===== config.mk =====
export PLATFORM = sky130hd
export DESIGN_NAME = puc_rs5_rtc
export DESIGN_NICKNAME = d
export VERILOG_FILES = /design/src/rtl/rtc_pkg.sv /design/src/rtl/puc_rs5_rtc_prescaler.sv /design/src/rtl/puc_rs5_rtc.sv
export SDC_FILE = /design/constraint.sdc
export NUM_CORES = 1
export LEC_CHECK = 0
export CORE_MARGIN = 3
export CORE_UTILIZATION = 55
export DETAILED_ROUTE_END_ITERATION = 8
export PLACE_DENSITY = 0.82
export SYNTH_ARGS = -nofsm -noshare
export SYNTH_HDL_FRONTEND = slang
export SYNTH_HIERARCHICAL = 1
export SYNTH_SLANG_ARGS = --single-unit

===== constraint.sdc =====
create_clock -name clk -period 9.2 [get_ports clk]
set_input_delay 1.84 -clock clk [delete_from_list [all_inputs] [get_ports clk]]
set_output_delay 1.84 -clock clk [all_outputs]
set_load 0.05 [all_outputs]

===== src/rtl/rtc_pkg.sv =====
// ---------------------------------------------------------------------------
// rtc_pkg -- shared definitions for the puc_rs5_rtc machine timer.
//
// Contents:
//   MTIME_OFF / MTIMECMP_OFF : byte offsets of the two 64-bit registers
//   REG_SEL_BIT              : address bit choosing mtime vs mtimecmp
//   WORD_SEL_BIT             : address bit choosing low vs high 32-bit word
//   MTIME_RST / MTIMECMP_RST : register reset values
//   lane_rot()               : swaps the 32-bit halves when the high word is addressed
//   byte_merge()             : byte-enable merge of bus data into a register,
//                              with the same 32-bit lane rotation applied
// ---------------------------------------------------------------------------
package rtc_pkg;

   localparam logic [3:0]  MTIME_OFF    = 4'h0;
   localparam logic [3:0]  MTIMECMP_OFF = 4'h8;
   localparam int          REG_SEL_BIT  = 3;
   localparam int          WORD_SEL_BIT = 2;

   localparam logic [63:0] MTIME_RST    = 64'h0000_0000_0000_0000;
   localparam logic [63:0] MTIMECMP_RST = 64'hFFFF_FFFF_FFFF_FFFF;

   // Addressing the high word puts it on bus lanes [31:0], so a 32-bit
   // master can reach either half through the low lanes.
   function automatic logic [63:0] lane_rot(input logic [63:0] v, input logic hi);
      return hi ? {v[31:0], v[63:32]} : v;
   endfunction

   function automatic logic [63:0] byte_merge(input logic [63:0] cur,
                                              input logic [63:0] wdata,
                                              input logic [7:0]  we,
                                              input logic        hi);
      logic [63:0] d;
      logic [7:0]  m;
      logic [63:0] res;
      d   = lane_rot(wdata, hi);
      m   = hi ? {we[3:0], we[7:4]} : we;
      res = cur;
      for (int k = 0; k < 8; k++) begin
         if (m[k]) res[8*k +: 8] = d[8*k +: 8];
      end
      return res;
   endfunction

endpackage


===== src/rtl/puc_rs5_rtc_prescaler.sv =====
// ---------------------------------------------------------------------------
// rtc_prescaler -- tick generator for the machine timer.
//
// Counts 0..DIVIDER-1 and asserts tick while the count sits at DIVIDER-1,
// then wraps to 0. clr forces the count back to 0 (used when software
// writes mtime so the next increment is a full period away).
//
// Ports:
//   clk   in  1 : clock, rising edge
//   reset in  1 : asynchronous active-high reset
//   clr   in  1 : synchronous restart of the count
//   tick  out 1 : one-clock tick every DIVIDER clocks
// ---------------------------------------------------------------------------
module rtc_prescaler
   import rtc_pkg::*;
#(
   parameter int unsigned DIVIDER = 100
)
(
   input  logic clk,
   input  logic reset,
   input  logic clr,
   output logic tick
);

   localparam int          CW   = (DIVIDER > 1) ? $clog2(DIVIDER) : 1;
   localparam logic [CW-1:0] LAST = CW'(DIVIDER - 1);

   logic [CW-1:0] cnt;

   assign tick = (cnt == LAST);

   always_ff @(posedge clk or posedge reset) begin
      if (reset) begin
         cnt <= '0;
      end else if (clr || tick) begin
         cnt <= '0;
      end else begin
         cnt <= cnt + 1'b1;
      end
   end

endmodule


===== src/rtl/puc_rs5_rtc.sv =====
// ---------------------------------------------------------------------------
// puc_rs5_rtc -- memory-mapped RISC-V machine timer (mtime / mtimecmp).
//
// Free-running 64-bit mtime, 64-bit mtimecmp, level interrupt when
// mtime >= mtimecmp (unsigned). Only addr_i[3:0] is decoded:
//   addr_i[3] : 0 = mtime, 1 = mtimecmp
//   addr_i[2] : 0 = low word, 1 = high word (bus lanes rotated by 32 bits)
//
// Build option: define RTC_PRESCALER_EN to tick mtime every DIVIDER clocks
// via rtc_prescaler; otherwise mtime ticks every clock and DIVIDER is unused.
//
// Ports:
//   clk      in  1  : clock, rising edge
//   reset    in  1  : asynchronous active-high reset
//   en_i     in  1  : bus select
//   addr_i   in  4  : byte offset
//   we_i     in  8  : byte write enables (all zero = read)
//   data_i   in  64 : write data
//   data_o   out 64 : registered read data (held when not reading)
//   mti_o    out 1  : machine-timer interrupt
//   mtime_o  out 64 : current mtime
// ---------------------------------------------------------------------------
module puc_rs5_rtc
   import rtc_pkg::*;
#(
   parameter int unsigned DIVIDER = 100
)
(
   input  logic        clk,
   input  logic        reset,
   input  logic        en_i,
   input  logic [3:0]  addr_i,
   input  logic [7:0]  we_i,
   input  logic [63:0] data_i,
   output logic [63:0] data_o,
   output logic        mti_o,
   output logic [63:0] mtime_o
);

   logic        sel_mtime;
   logic        sel_cmp;
   logic        word_hi;
   logic        wr_en;
   logic        rd_en;
   logic        wr_mtime;
   logic        wr_cmp;
   logic        tick;
   logic [63:0] mtime_q;
   logic [63:0] mtimecmp_q;
   logic [63:0] mtime_next;
   logic [63:0] mtimecmp_next;

   // addr_i[1:0] are don't-care byte offsets; DIVIDER only matters with the prescaler.
   wire unused_ok = &{1'b0, addr_i[1:0], DIVIDER[0]};

   assign sel_mtime = (addr_i[REG_SEL_BIT] == MTIME_OFF[REG_SEL_BIT]);
   assign sel_cmp   = (addr_i[REG_SEL_BIT] == MTIMECMP_OFF[REG_SEL_BIT]);
   assign word_hi   = addr_i[WORD_SEL_BIT];
   assign wr_en     = en_i && (we_i != 8'h00);
   assign rd_en     = en_i && (we_i == 8'h00);
   assign wr_mtime  = wr_en && sel_mtime;
   assign wr_cmp    = wr_en && sel_cmp;

`ifdef RTC_PRESCALER_EN
   rtc_prescaler #(
      .DIVIDER (DIVIDER)
   ) u_prescaler (
      .clk   (clk),
      .reset (reset),
      .clr   (wr_mtime),
      .tick  (tick)
   );
`else
   assign tick = 1'b1;
`endif

   // A software write to mtime wins over that cycle's tick.
   always_comb begin
      mtime_next = mtime_q;
      if (wr_mtime) begin
         mtime_next = byte_merge(mtime_q, data_i, we_i, word_hi);
      end else if (tick) begin
         mtime_next = mtime_q + 64'd1;
      end
      mtimecmp_next = wr_cmp ? byte_merge(mtimecmp_q, data_i, we_i, word_hi) : mtimecmp_q;
   end

   // Interrupt is computed from the next-state values so it moves on the
   // same edge as the registers it depends on.
   always_ff @(posedge clk or posedge reset) begin
      if (reset) begin
         mtime_q    <= MTIME_RST;
         mtimecmp_q <= MTIMECMP_RST;
         mti_o      <= 1'b0;
         data_o     <= 64'h0;
      end else begin
         mtime_q    <= mtime_next;
         mtimecmp_q <= mtimecmp_next;
         mti_o      <= (mtime_next >= mtimecmp_next);
         if (rd_en) begin
            data_o <= lane_rot(sel_cmp ? mtimecmp_q : mtime_q, word_hi);
         end
      end
   end

   assign mtime_o = mtime_q;

endmodule


## Word-level counts from Yosys, hierarchy flattened

Index checks and enable logic that the tools add are counted.

- $add $sub $neg: 1
- Order comparisons: 1
- Muxes and demuxes: 22
- Bitwise operators: 1
- Reductions and logical operators: 6

Operators with widths:

| cell | number |
|---|---|
| 2-to-1 mux 64 bit | 5 |
| 2-to-1 mux 8 bit | 17 |
| adder 64 x 1 -> 64 bit (second input constant) | 1 |
| greater-or-equal comparator 64 bit | 1 |
| logical NOT 8 bit | 1 |
| nonzero test 8 bit | 1 |
| logical AND 1 bit | 4 |
| NOT 1 bit | 1 |

- Flip-flop bits (word level): 193
- Input bits: 79
- Output and inout port bits: 129
- Logic and storage cells: 35

## Logic depth before layout (Yosys ltp)

Gate-level depths: netlist of run 1.

- Depth after elaboration: 5
- Mapped depth: 16
- Depth with buffers taken out: 13

## Worst setup path before layout of run 1

Ideal clock, no wire load.

- Path kind: input port to flip-flop
- Start: input port addr_i[2]
- End: register mti_o
- Setup time: 0.144 ns
- Data arrival time: 5.121 ns
- Data required time: 9.056 ns
- Path slack: 3.935 ns
- Cell stages on the path: 14
- Path buffers: 4
- Cell sequence: buf_2 > buf_2 > buf_1 > buf_1 > mux2i_1 > a32o_1 > nor2_1 > ha_1 > a41o_1 > a21oi_1 > nor4_1 > or4_1 > a2111oi_0 > o211ai_1

- Longest elaborated chain between the ends: 4
- Elaborated cells on any way between the ends: 21
- Those cells by class: order compare: 1; mux: 20

RTL lines:

| element | RTL line | RTL |
|---|---|---|
| start: declaration | puc_rs5_rtc.sv:32 | `input logic [3:0] addr_i,` |
| 2-to-1 mux 64 bit or 2-to-1 mux 8 bit (tied branches) | rtc_pkg.sv:26, rtc_pkg.sv:37 |  |
| 2-to-1 mux 8 bit * | rtc_pkg.sv:40 | `if (m[k]) res[8*k +: 8] = d[8*k +: 8];` |
| 2-to-1 mux 64 bit * | puc_rs5_rtc.sv:80 | `if (wr_mtime) begin` |
| via mtime_next[33] | puc_rs5_rtc.sv:50 | `logic [63:0] mtime_next;` |
| greater-or-equal comparator 64 bit * | puc_rs5_rtc.sv:99 | `mti_o <= (mtime_next >= mtimecmp_next);` |
| end signal: assignment | puc_rs5_rtc.sv:99 |  |
| end: declaration | puc_rs5_rtc.sv:36 | `output logic mti_o,` |

The timed path passes the listed nets; every way through them passes the cells marked *.
A chain may end at the register's enable or synchronous reset.

## Final worst setup path of run 1

- Start: input port we_i[3]
- End: register mti_o

- Longest elaborated chain between the ends: 5
- Elaborated cells on any way between the ends: 12
- Those cells by class: order compare: 1; mux: 7; reduce/logical: 4

RTL lines:

| element | RTL line | RTL |
|---|---|---|
| start: declaration | puc_rs5_rtc.sv:33 | `input logic [7:0] we_i,` |
| nonzero test 8 bit | puc_rs5_rtc.sv:59 | `assign wr_en = en_i && (we_i != 8'h00);` |
| logical AND 1 bit | puc_rs5_rtc.sv:59 |  |
| logical AND 1 bit | puc_rs5_rtc.sv:61 | `assign wr_mtime = wr_en && sel_mtime;` |
| 2-to-1 mux 64 bit | puc_rs5_rtc.sv:80 |  |
| via mtime_next[46] | puc_rs5_rtc.sv:50 |  |
| greater-or-equal comparator 64 bit | puc_rs5_rtc.sv:99 |  |

The timed path passes the listed nets, and every way through them passes these cells.

==> results of run 1 <==
==> routing by layer <==
layer	vias up	GRT usage (%)	wire [um]
met5	-	0	13
met4	2	9.312	1085
li1	5045	-	-
met2	562	47.11	17610
met1	5548	41.51	15950
met3	82	4.943	2870
==> kinds of logic (layout without fill, tap and decap cells) <==
| family | Yosys count | after routing |
|---|---|---|
| XOR/XNOR | 7 | 7 |
| flip-flops | 193 | 193 |
| multiplexers | 204 | 204 |
| AND/OR/NAND/NOR | 334 | 334 |
| adder cells (fa/ha/maj) | 65 | 65 |
| buffers and inverters | 84 | 259 |
| AO/OA/AOI/OAI | 329 | 329 |
==> cell usage after synthesis (4+ instances only) <==
| cell | n | area [um2] |
|---|---|---|
| dfrtp_1 | 129 | 3228 |
| and3_1 | 15 | 93.84 |
| buf_1 | 20 | 75.07 |
| o41ai_1 | 8 | 70.07 |
| mux2_2 | 72 | 810.8 |
| nand2b_1 | 4 | 25.02 |
| nor4_2 | 7 | 87.58 |
| inv_1 | 14 | 52.55 |
| nand3_1 | 31 | 155.2 |
| a21oi_1 | 66 | 330.3 |
| nand2_1 | 127 | 476.7 |
| or3_1 | 5 | 31.28 |
| nor4_1 | 5 | 31.28 |
| o21ai_0 | 86 | 430.4 |
| a211oi_1 | 28 | 210.2 |
| a221oi_1 | 13 | 113.9 |
| o21ai_1 | 5 | 25.02 |
| buf_2 | 9 | 45.04 |
| or2_2 | 4 | 25.02 |
| and4_1 | 6 | 52.55 |
| xnor2_1 | 4 | 35.03 |
| nand4_1 | 25 | 156.4 |
| nor3_1 | 27 | 135.1 |
| a21o_1 | 5 | 37.54 |
| nor2_1 | 54 | 202.7 |
| ha_1 | 65 | 813.3 |
| a32o_1 | 7 | 70.07 |
| and2_1 | 10 | 62.56 |
| dfstp_2 | 64 | 1682 |
| o21a_1 | 67 | 503.0 |
| clkbuf_1 | 38 | 142.6 |
| o211ai_1 | 4 | 30.03 |
| mux4_2 | 61 | 1374 |
| mux2i_1 | 68 | 680.7 |
==> registers in the layout (all words and copies together), names as in the netlist <==
name,cells
data_o,64
mti_o,1
mtime_o,64
mtimecmp_q,64
==> power by group through the flow <==
stage          Combinational (W)  Clock, W  Sequential [W]
2_1_floorplan           0.000639         0         0.00143
3_3_place_gp             0.00125         0         0.00122
3_5_place_dp             0.00127         0         0.00123
4_1_cts                  0.00128  0.000769         0.00122
5_1_grt                  0.00139  0.000808         0.00125
6_report                 0.00129  0.000765         0.00123
==> path summary, 6_finish.rpt <==
check                                  startpoint                endpoint  slack (ns)
setup / recovery                          we_i[3]         mti_o$_DFF_PP0_        2.91
hold / removal             data_o[35]$_DFFE_PP0P_  data_o[35]$_DFFE_PP0P_        0.50
setup reg to reg             mtime_o[0]$_DFF_PP0_         mti_o$_DFF_PP0_        4.58
hold reg to reg            data_o[35]$_DFFE_PP0P_  data_o[35]$_DFFE_PP0P_        0.50
max in group asynchronous                   reset   mtime_o[18]$_DFF_PP0_        5.95
min in group asynchronous                   reset  data_o[25]$_DFFE_PP0P_        1.86
==> per-stage QoR <==
stage | area, um2 | instances
floorplan | 12910 | 1216
global placement | 15150 | 1672
detailed placement | 15150 | 1672
CTS | 15740 | 1704
global route | 15740 | 1704
finish | 15740 | 1704
==> worst reg2reg max path, cell delays in order (launching register included) <==
cell,delay [ns]
dfrtp_1,0.55
nand3_1,0.21
or3_1,0.57
or4_4,0.62
or3_4,0.39
a211o_1,0.31
a22oi_2,0.17
ha_1,0.28
nand4_1,0.14
nor2_1,0.09
a22o_1,0.20
or4_1,0.43
a2111oi_0,0.38
o211ai_1,0.14
==> cell type report <==
cell class	instances	area [um2]	share of cell area, %
clock buffer	21	460.4	2.926
clock inverter	11	127.6	0.8109
inverter	14	57.56	0.3657
multi-input combinational	939	7680	48.80
sequential	193	4910	31.20
tap	313	391.6	2.488
timing repair buffer	213	2111	13.41
==> results.toml, run 1 <==
[place]
post-place-ws_ns = 2.591
port_buffers = 205
hpwl_um = 27710
gp_congestion = 0.9180

[outcome]
status = "completed"

[clock_network]
htree_levels = 4
path_clk_slew_ns = 0.07
insertion_delay_ns = 0.44
cts_tree = "done"
cts_setup_buffers = 0
cts-root-buf = "clkbuf_16"
numCtsBuffers = 17
cts_buffer_depth = 2
hold_buffers = 0
cts.sinks = 193
ctsResizeCount = 0

[power_and_ir_drop]
p_comb_share_pct = 39.2
swShare_pct = 39.83
p_total_w = 0.003277
vdd_drop_max_uv = 118.8
power_frac_clock_pct = 23.4
power.switching_w = 0.001305
power_density_nw_per_um2 = 208.2
seq_power_share_pct = 37.4
leakage_nw = 6.377
intPower_w = 0.001972

[logic_synthesis]
synth_compound_area_share_pct = 16.85
postSynthAreaPerCell_um2 = 10.62
synthAdderAreaFrac_pct = 6.300
synth_top_family_by_area = "multiplexers"
synthSimpleGateAreaFrac_pct = 12.91
yosys_warnings = 6
synth_edf_count = 0
synth_xor_area_share_pct = 0.4749
synth-seq-area-share_pct = 38.03
synthCells = 1216
muxShareOfSynthArea_pct = 22.80
synthFlopType = "dfrtp_1"
yosys.cell_types.count = 69
syn_nets = 1360
ys_ff_latch = 193
async_flop_share_pct = 100.0
syn-cell-area_um2 = 12910

[detailed_routing]
ant_nets = 0
wirelength_um = 37540
drt_pass1_iterations = 5
drc = 0
vias = 11240
via_per_inst = 6.596
drt-initial-drc-count = 1063
routedWlPerCell_um = 22.03

[timing]
min_period_over_period_pct = 68.35
setup_slack_ns = 2.912
rsz0062_at_grt = "false"
finalSetupViolCount = 0
setup_tns_ns = 0
slew_violations = 0
worstMarginPinSlew_ns = 0.9118
min_period_ns = 6.288
hold_ws_ns = 0.5048
finalClockSkew_ns = 0.01065
relSlewSlack_pct = 38.71
hold_viol_final = 0
clock.fmax_mhz = 159.0

[worst_setup_path]
crit_top_cell = "nor2_1"
slowest_delay_ns = 0.57
path_delay_family = "simple AND/OR/NAND/NOR gates"
cp_cell_sequence = "clkdlybuf4s50_1 -> nor4_2 -> a211o_2 -> buf_4 -> nor2_1 -> nor2_1 -> o2bb2a_1 -> o21a_1 -> ha_1 -> nand4_1 -> nor2_1 -> a22o_1 -> or4_1 -> a2111oi_0 -> o211ai_1"
endpoint_kind = "flop"
path_buf_inv = 2
crit_type = "input port to flop"
worstPathMaxFanout = 66
worstRegToRegCells = 13
worst_ep_arrival_time_ns = 6.59
slowest_stage = "nor4_2"
required_ns = 9.50
cp.depth = 15
critPathLaunchType = "input port"

[global_route]
grt_pass1_wl_um = 60510
antenna_found_initial = 1
grt_pass1_vias = 11110
overflow = 0
grt_max_degree = 68
grtUsageTotal_pct = 29.47

[floorplan]
placeableCoreArea_um2 = 22850
die_h_um = 159.2
top_level_ports = 208
die_area_um2 = 25350
start_util_pct = 56.51
die_x_um = 159.2
num_rows = 55

[min_path]
hold_path_class = "flop to flop"
min_delay_path_depth = 1

[cells_and_area]
area_growth_pct = 21.90
layout_commonest_cell = "clkdlybuf4s50_1"
fin_util_pct = 68.88
mostFrequentLayoutCells = "clkdlybuf4s50_1 (203), dfrtp_1 (129), nand2_1 (127), o21ai_0 (86), mux2_2 (72)"
nets = 1522
diodes = 0
drive_above_1_share_pct = 18.91
final.fill_count = 1750

[flow_run]
cap_violations = 0
(Power assumes the default switching activity.)
==> run 2: changes to the inputs <==
==> constraint.sdc (replaced) <==
create_clock -name clk -period 6.6 [get_ports clk]
set_input_delay 1.32 -clock clk [delete_from_list [all_inputs] [get_ports clk]]
set_output_delay 1.32 -clock clk [all_outputs]
set_load 0.05 [all_outputs]
==> results.toml, run 2 (synthesis gave the netlist of run 1 again) <==
[outcome]
status = "completed"

[global_route]
grt_max_degree = 121
overflow = 0
antenna_found_initial = 2
grt_pass1_wl_um = 59880
grtUsageTotal_pct = 29.25
grt_pass1_vias = 10880

[min_path]
min_from = "data_o[57]$_DFFE_PP0P_"
min_to = "data_o[57]$_DFFE_PP0P_"
hold_path_class = "flop to flop"
min_delay_path_depth = 1

[timing]
hold_viol_final = 0
relSlewSlack_pct = 37.02
finalClockSkew_ns = 0.009436
slew_violations = 0
clock.fmax_mhz = 182.4
min_period_over_period_pct = 83.06
finalSetupViolCount = 0
worstMarginPinSlew_ns = 0.9435
rsz0062_at_grt = "false"
min_period_ns = 5.482
setup_tns_ns = 0
setup_slack_ns = 1.118
hold_ws_ns = 0.5057

[detailed_routing]
vias = 11170
wirelength_um = 37200
via_per_inst = 6.531
drt-initial-drc-count = 1093
ant_nets = 0
drc = 0
routedWlPerCell_um = 21.76
drt_pass1_iterations = 6

[floorplan]
placeableCoreArea_um2 = 22850
die_area_um2 = 25350
die_h_um = 159.2
start_util_pct = 56.51
num_rows = 55
die_x_um = 159.2
top_level_ports = 208

[cells_and_area]
nets = 1526
area_growth_pct = 22.08
fin_util_pct = 68.98
mostFrequentLayoutCells = "clkdlybuf4s50_1 (203), dfrtp_1 (129), nand2_1 (127), o21ai_0 (86), mux2_2 (72)"
drive_above_1_share_pct = 19.14
layout_commonest_cell = "clkdlybuf4s50_1"

[power_and_ir_drop]
power_density_nw_per_um2 = 287.0
vdd_drop_max_uv = 189.9
p_total_w = 0.004523
leakage_nw = 6.385

[place]
post-place-ws_ns = 0.7665
gp_congestion = 0.9344
hpwl_um = 27540
port_buffers = 205

[worst_setup_path]
crit_type = "input port to flop"
r2r_start = "mtime_o[0]$_DFF_PP0_"
rrSetupSlack_ns = 1.78
endpoint_kind = "flop"
worstRegToRegCells = 13
r2r-end = "mti_o$_DFF_PP0_"
worst_ep_arrival_time_ns = 5.78
required_ns = 6.90
worstPathMaxFanout = 8
critPathLaunchType = "input port"

[clock_network]
path_clk_slew_ns = 0.07
numCtsBuffers = 17
cts.sinks = 193
hold_buffers = 0
htree_levels = 4
cts-root-buf = "clkbuf_16"
cts_buffer_depth = 2
ctsResizeCount = 0
cts_setup_buffers = 0
cts_tree = "done"
insertion_delay_ns = 0.44

[flow_run]
cap_violations = 0
## run 2: cell count changes in the layout (fill, tap and decap cells not counted), sizes merged
cell | before | now
diode | 0 | 2
buf | 10 | 14
clkbuf | 21 | 19
clkinvlp | 3 | 4
bufinv | 2 | 1
inv | 17 | 19
## run 2: area by class of cell
type | instances | area [um2]
antenna | 2 | 5.005
clock buffer | 19 | 432.9
clock inverter | 13 | 130.1
fill | 1708 | 7087
inverter | 14 | 57.56
multi-input combinational | 939 | 7680
sequential | 193 | 4910
tap | 313 | 391.6
timing repair buffer | 217 | 2153
## run 2: layer usage
metal	up-vias	wire [um]	GRT usage [%]
met5	-	0	0
met4	0	845	8.396
met3	70	2965	4.214
met2	506	17510	47.37
met1	5533	15880	41.47
li1	5059	-	-
## run 2: worst max path at each step
stage / startpoint / endpoint
finish: we_i[4] / mti_o$_DFF_PP0_
global route: we_i[4] / mti_o$_DFF_PP0_
CTS: we_i[4] / mti_o$_DFF_PP0_
detailed placement: we_i[4] / mti_o$_DFF_PP0_
global placement: we_i[4] / mti_o$_DFF_PP0_
floorplan: reset / data_o[0]$_DFFE_PP0P_
## run 2: where the power goes
group	switching, W	total [W]	leakage [nW]	internal (W)
clock	0.000495	0.00103	0.266	0.000530
combinational	0.00105	0.00180	3.85	0.000743
sequential	0.000277	0.00170	2.27	0.00143
total	0.00182	0.00452	6.39	0.00270
## run 2: critical path: stages
cell,delay (ns)
clkdlybuf4s50_1,0.52
nor4_2,0.60
a211o_2,0.25
nand2_1,0.27
or4_1,0.73
nor3_1,0.20
nor3_1,0.11
ha_1,0.32
nand4_1,0.16
nor2_1,0.08
a22o_1,0.20
or4_1,0.44
a2111oi_0,0.41
o211ai_1,0.15
## run 2: through the flow
step	area, um2	instances
6_report	15760	1710
5_1_grt	15760	1710
4_1_cts	15760	1708
3_5_place_dp	15190	1676
3_3_place_gp	15190	1676
2_1_floorplan	12910	1216
==> run 3: changes to the inputs <==
==> constraint.sdc (replaced) <==
create_clock -name clk -period 5.75 [get_ports clk]
set_input_delay 1.15 -clock clk [delete_from_list [all_inputs] [get_ports clk]]
set_output_delay 1.15 -clock clk [all_outputs]
set_load 0.05 [all_outputs]
==> results.toml, run 3 (synthesis gave the netlist of run 1 again) <==
[clock_network]
cts_tree = "done"
ctsResizeCount = 0
hold_buffers = 0
htree_levels = 4
numCtsBuffers = 17
cts-root-buf = "clkbuf_16"
cts.sinks = 193
cts_setup_buffers = 0
cts_buffer_depth = 2
insertion_delay_ns = 0.44
path_clk_slew_ns = 0.07

[timing]
min_period_ns = 4.905
hold_viol_final = 0
worstMarginPinSlew_ns = 1.022
clock.fmax_mhz = 203.9
finalSetupViolCount = 0
finalClockSkew_ns = 0.01328
setup_tns_ns = 0
hold_ws_ns = 0.5053
min_period_over_period_pct = 85.30
relSlewSlack_pct = 31.80
slew_violations = 0
rsz0062_at_grt = "false"

[worst_setup_path]
endpoint_kind = "flop"
critPathLaunchType = "input port"
cp.depth = 14
worstRegToRegCells = 13
path_buf_inv = 2
slowest_stage = "clkdlybuf4s50_1"
path_delay_family = "compound AO/OA/AOI/OAI gates"
cp_cell_sequence = "clkdlybuf4s50_1 -> nor4_2 -> a211o_2 -> buf_12 -> or2_2 -> a21oi_1 -> a211oi_1 -> ha_1 -> a41o_1 -> a21oi_1 -> nor4_1 -> or4_1 -> a2111oi_0 -> o211ai_1"
slowest_delay_ns = 0.55
required_ns = 6.04
worstPathMaxFanout = 53
worst_ep_arrival_time_ns = 5.20
crit_type = "input port to flop"
crit_top_cell = "a21oi_1"

[cells_and_area]
instances_no_fill = 1720
drive_above_1_share_pct = 19.90
design_area_um2 = 15920
layout_commonest_cell = "clkdlybuf4s50_1"
final.fill_count = 1731
area_growth_pct = 23.31
diodes = 0
nets = 1539
mostFrequentLayoutCells = "clkdlybuf4s50_1 (203), dfrtp_1 (129), nand2_1 (127), o21ai_0 (86), mux2_2 (72)"

[floorplan]
start_util_pct = 56.51
placeableCoreArea_um2 = 22850
die_h_um = 159.2
top_level_ports = 208
die_area_um2 = 25350
die_x_um = 159.2
num_rows = 55

[place]
port_buffers = 205
dp.cells = 1689
hpwl_um = 27980
gp_congestion = 0.9369
place_area_um2 = 15310

[power_and_ir_drop]
power_density_nw_per_um2 = 331.8
leakage_nw = 6.480
vdd_drop_max_uv = 207.5

[detailed_routing]
drt-initial-drc-count = 999
drc = 0
via_per_inst = 6.533
vias = 11240
wirelength_um = 37360
ant_nets = 0
routedWlPerCell_um = 21.72
drt_pass1_iterations = 5

[global_route]
grt_pass1_wl_um = 60090
antenna_found_initial = 1
overflow = 0
grtUsageTotal_pct = 29.30
grt_pass1_vias = 10940
grt_max_degree = 68

[min_path]
min_delay_path_depth = 1
hold_path_class = "flop to flop"

[outcome]
status = "completed"

[flow_run]
cap_violations = 0
## run 3: cell count changes in the layout (fill, tap and decap cells not counted), sizes merged
cell and change:
buf +13, bufinv +2, diode -2, clkbuf -1, clkinvlp -1, inv -1
## run 3: through the flow
step / total power (W) / setup WS (ns) / utilization (%)
finish: 0.005283 / 0.8453 / 69.68
global route: 0.005551 / 0.6257 / 69.68
CTS: 0.005269 / 0.8901 / 69.68
detailed placement: 0.004007 / 0.4376 / 67.03
global placement: 0.003950 / 0.5229 / 67.03
floorplan: 0.003309 / 1.175 / -
## run 3: cell type report
type	instances	area (um2)	area share (%)
well taps	313	391.6	2.460
inverters	14	56.30	0.3537
flip-flops and latches	193	4910	30.84
multi-input cells	939	7680	48.24
clock inverters	13	176.4	1.108
clock buffers	18	429.2	2.696
repair buffers	230	2276	14.30
## run 3: path summary, 6_finish.rpt
kind / startpoint / endpoint / slack (ns)
min in group asynchronous: reset / mtime_o[4]$_DFF_PP0_ / 1.27
hold / removal: data_o[4]$_DFFE_PP0P_ / data_o[4]$_DFFE_PP0P_ / 0.51
setup / recovery: we_i[7] / mti_o$_DFF_PP0_ / 0.85
setup reg to reg: mtime_o[0]$_DFF_PP0_ / mti_o$_DFF_PP0_ / 0.98
max in group asynchronous: reset / mtimecmp_q[43]$_DFF_PP1_ / 3.47
hold reg to reg: data_o[4]$_DFFE_PP0P_ / data_o[4]$_DFFE_PP0P_ / 0.51
## run 3: worst reg2reg max path: cells and delay by family, from the launching register on
family	cells	cell delay (ns)
DFF	1	0.56
adders and majority gates	1	0.32
and+or+nand+nor	7	2.49
AOI/OAI and AO/OA	5	1.24
## run 3: report_power, final
| group | leakage (nW) | total (W) | internal (W) | switching (W) |
|---|---|---|---|---|
| Clock | 0.291 | 0.00126 | 0.000694 | 0.000566 |
| Combinational | 3.92 | 0.00206 | 0.000859 | 0.00120 |
| Sequential | 2.27 | 0.00196 | 0.00164 | 0.000327 |
| Total | 6.48 | 0.00528 | 0.00319 | 0.00209 |
## run 3: metal layers
metal	up-vias	wire, um	global-route usage, %
met4	2	979	8.436
li1	5078	-	-
met1	5588	15940	41.92
met5	-	13	0
met2	498	17600	46.80
met3	71	2827	4.501
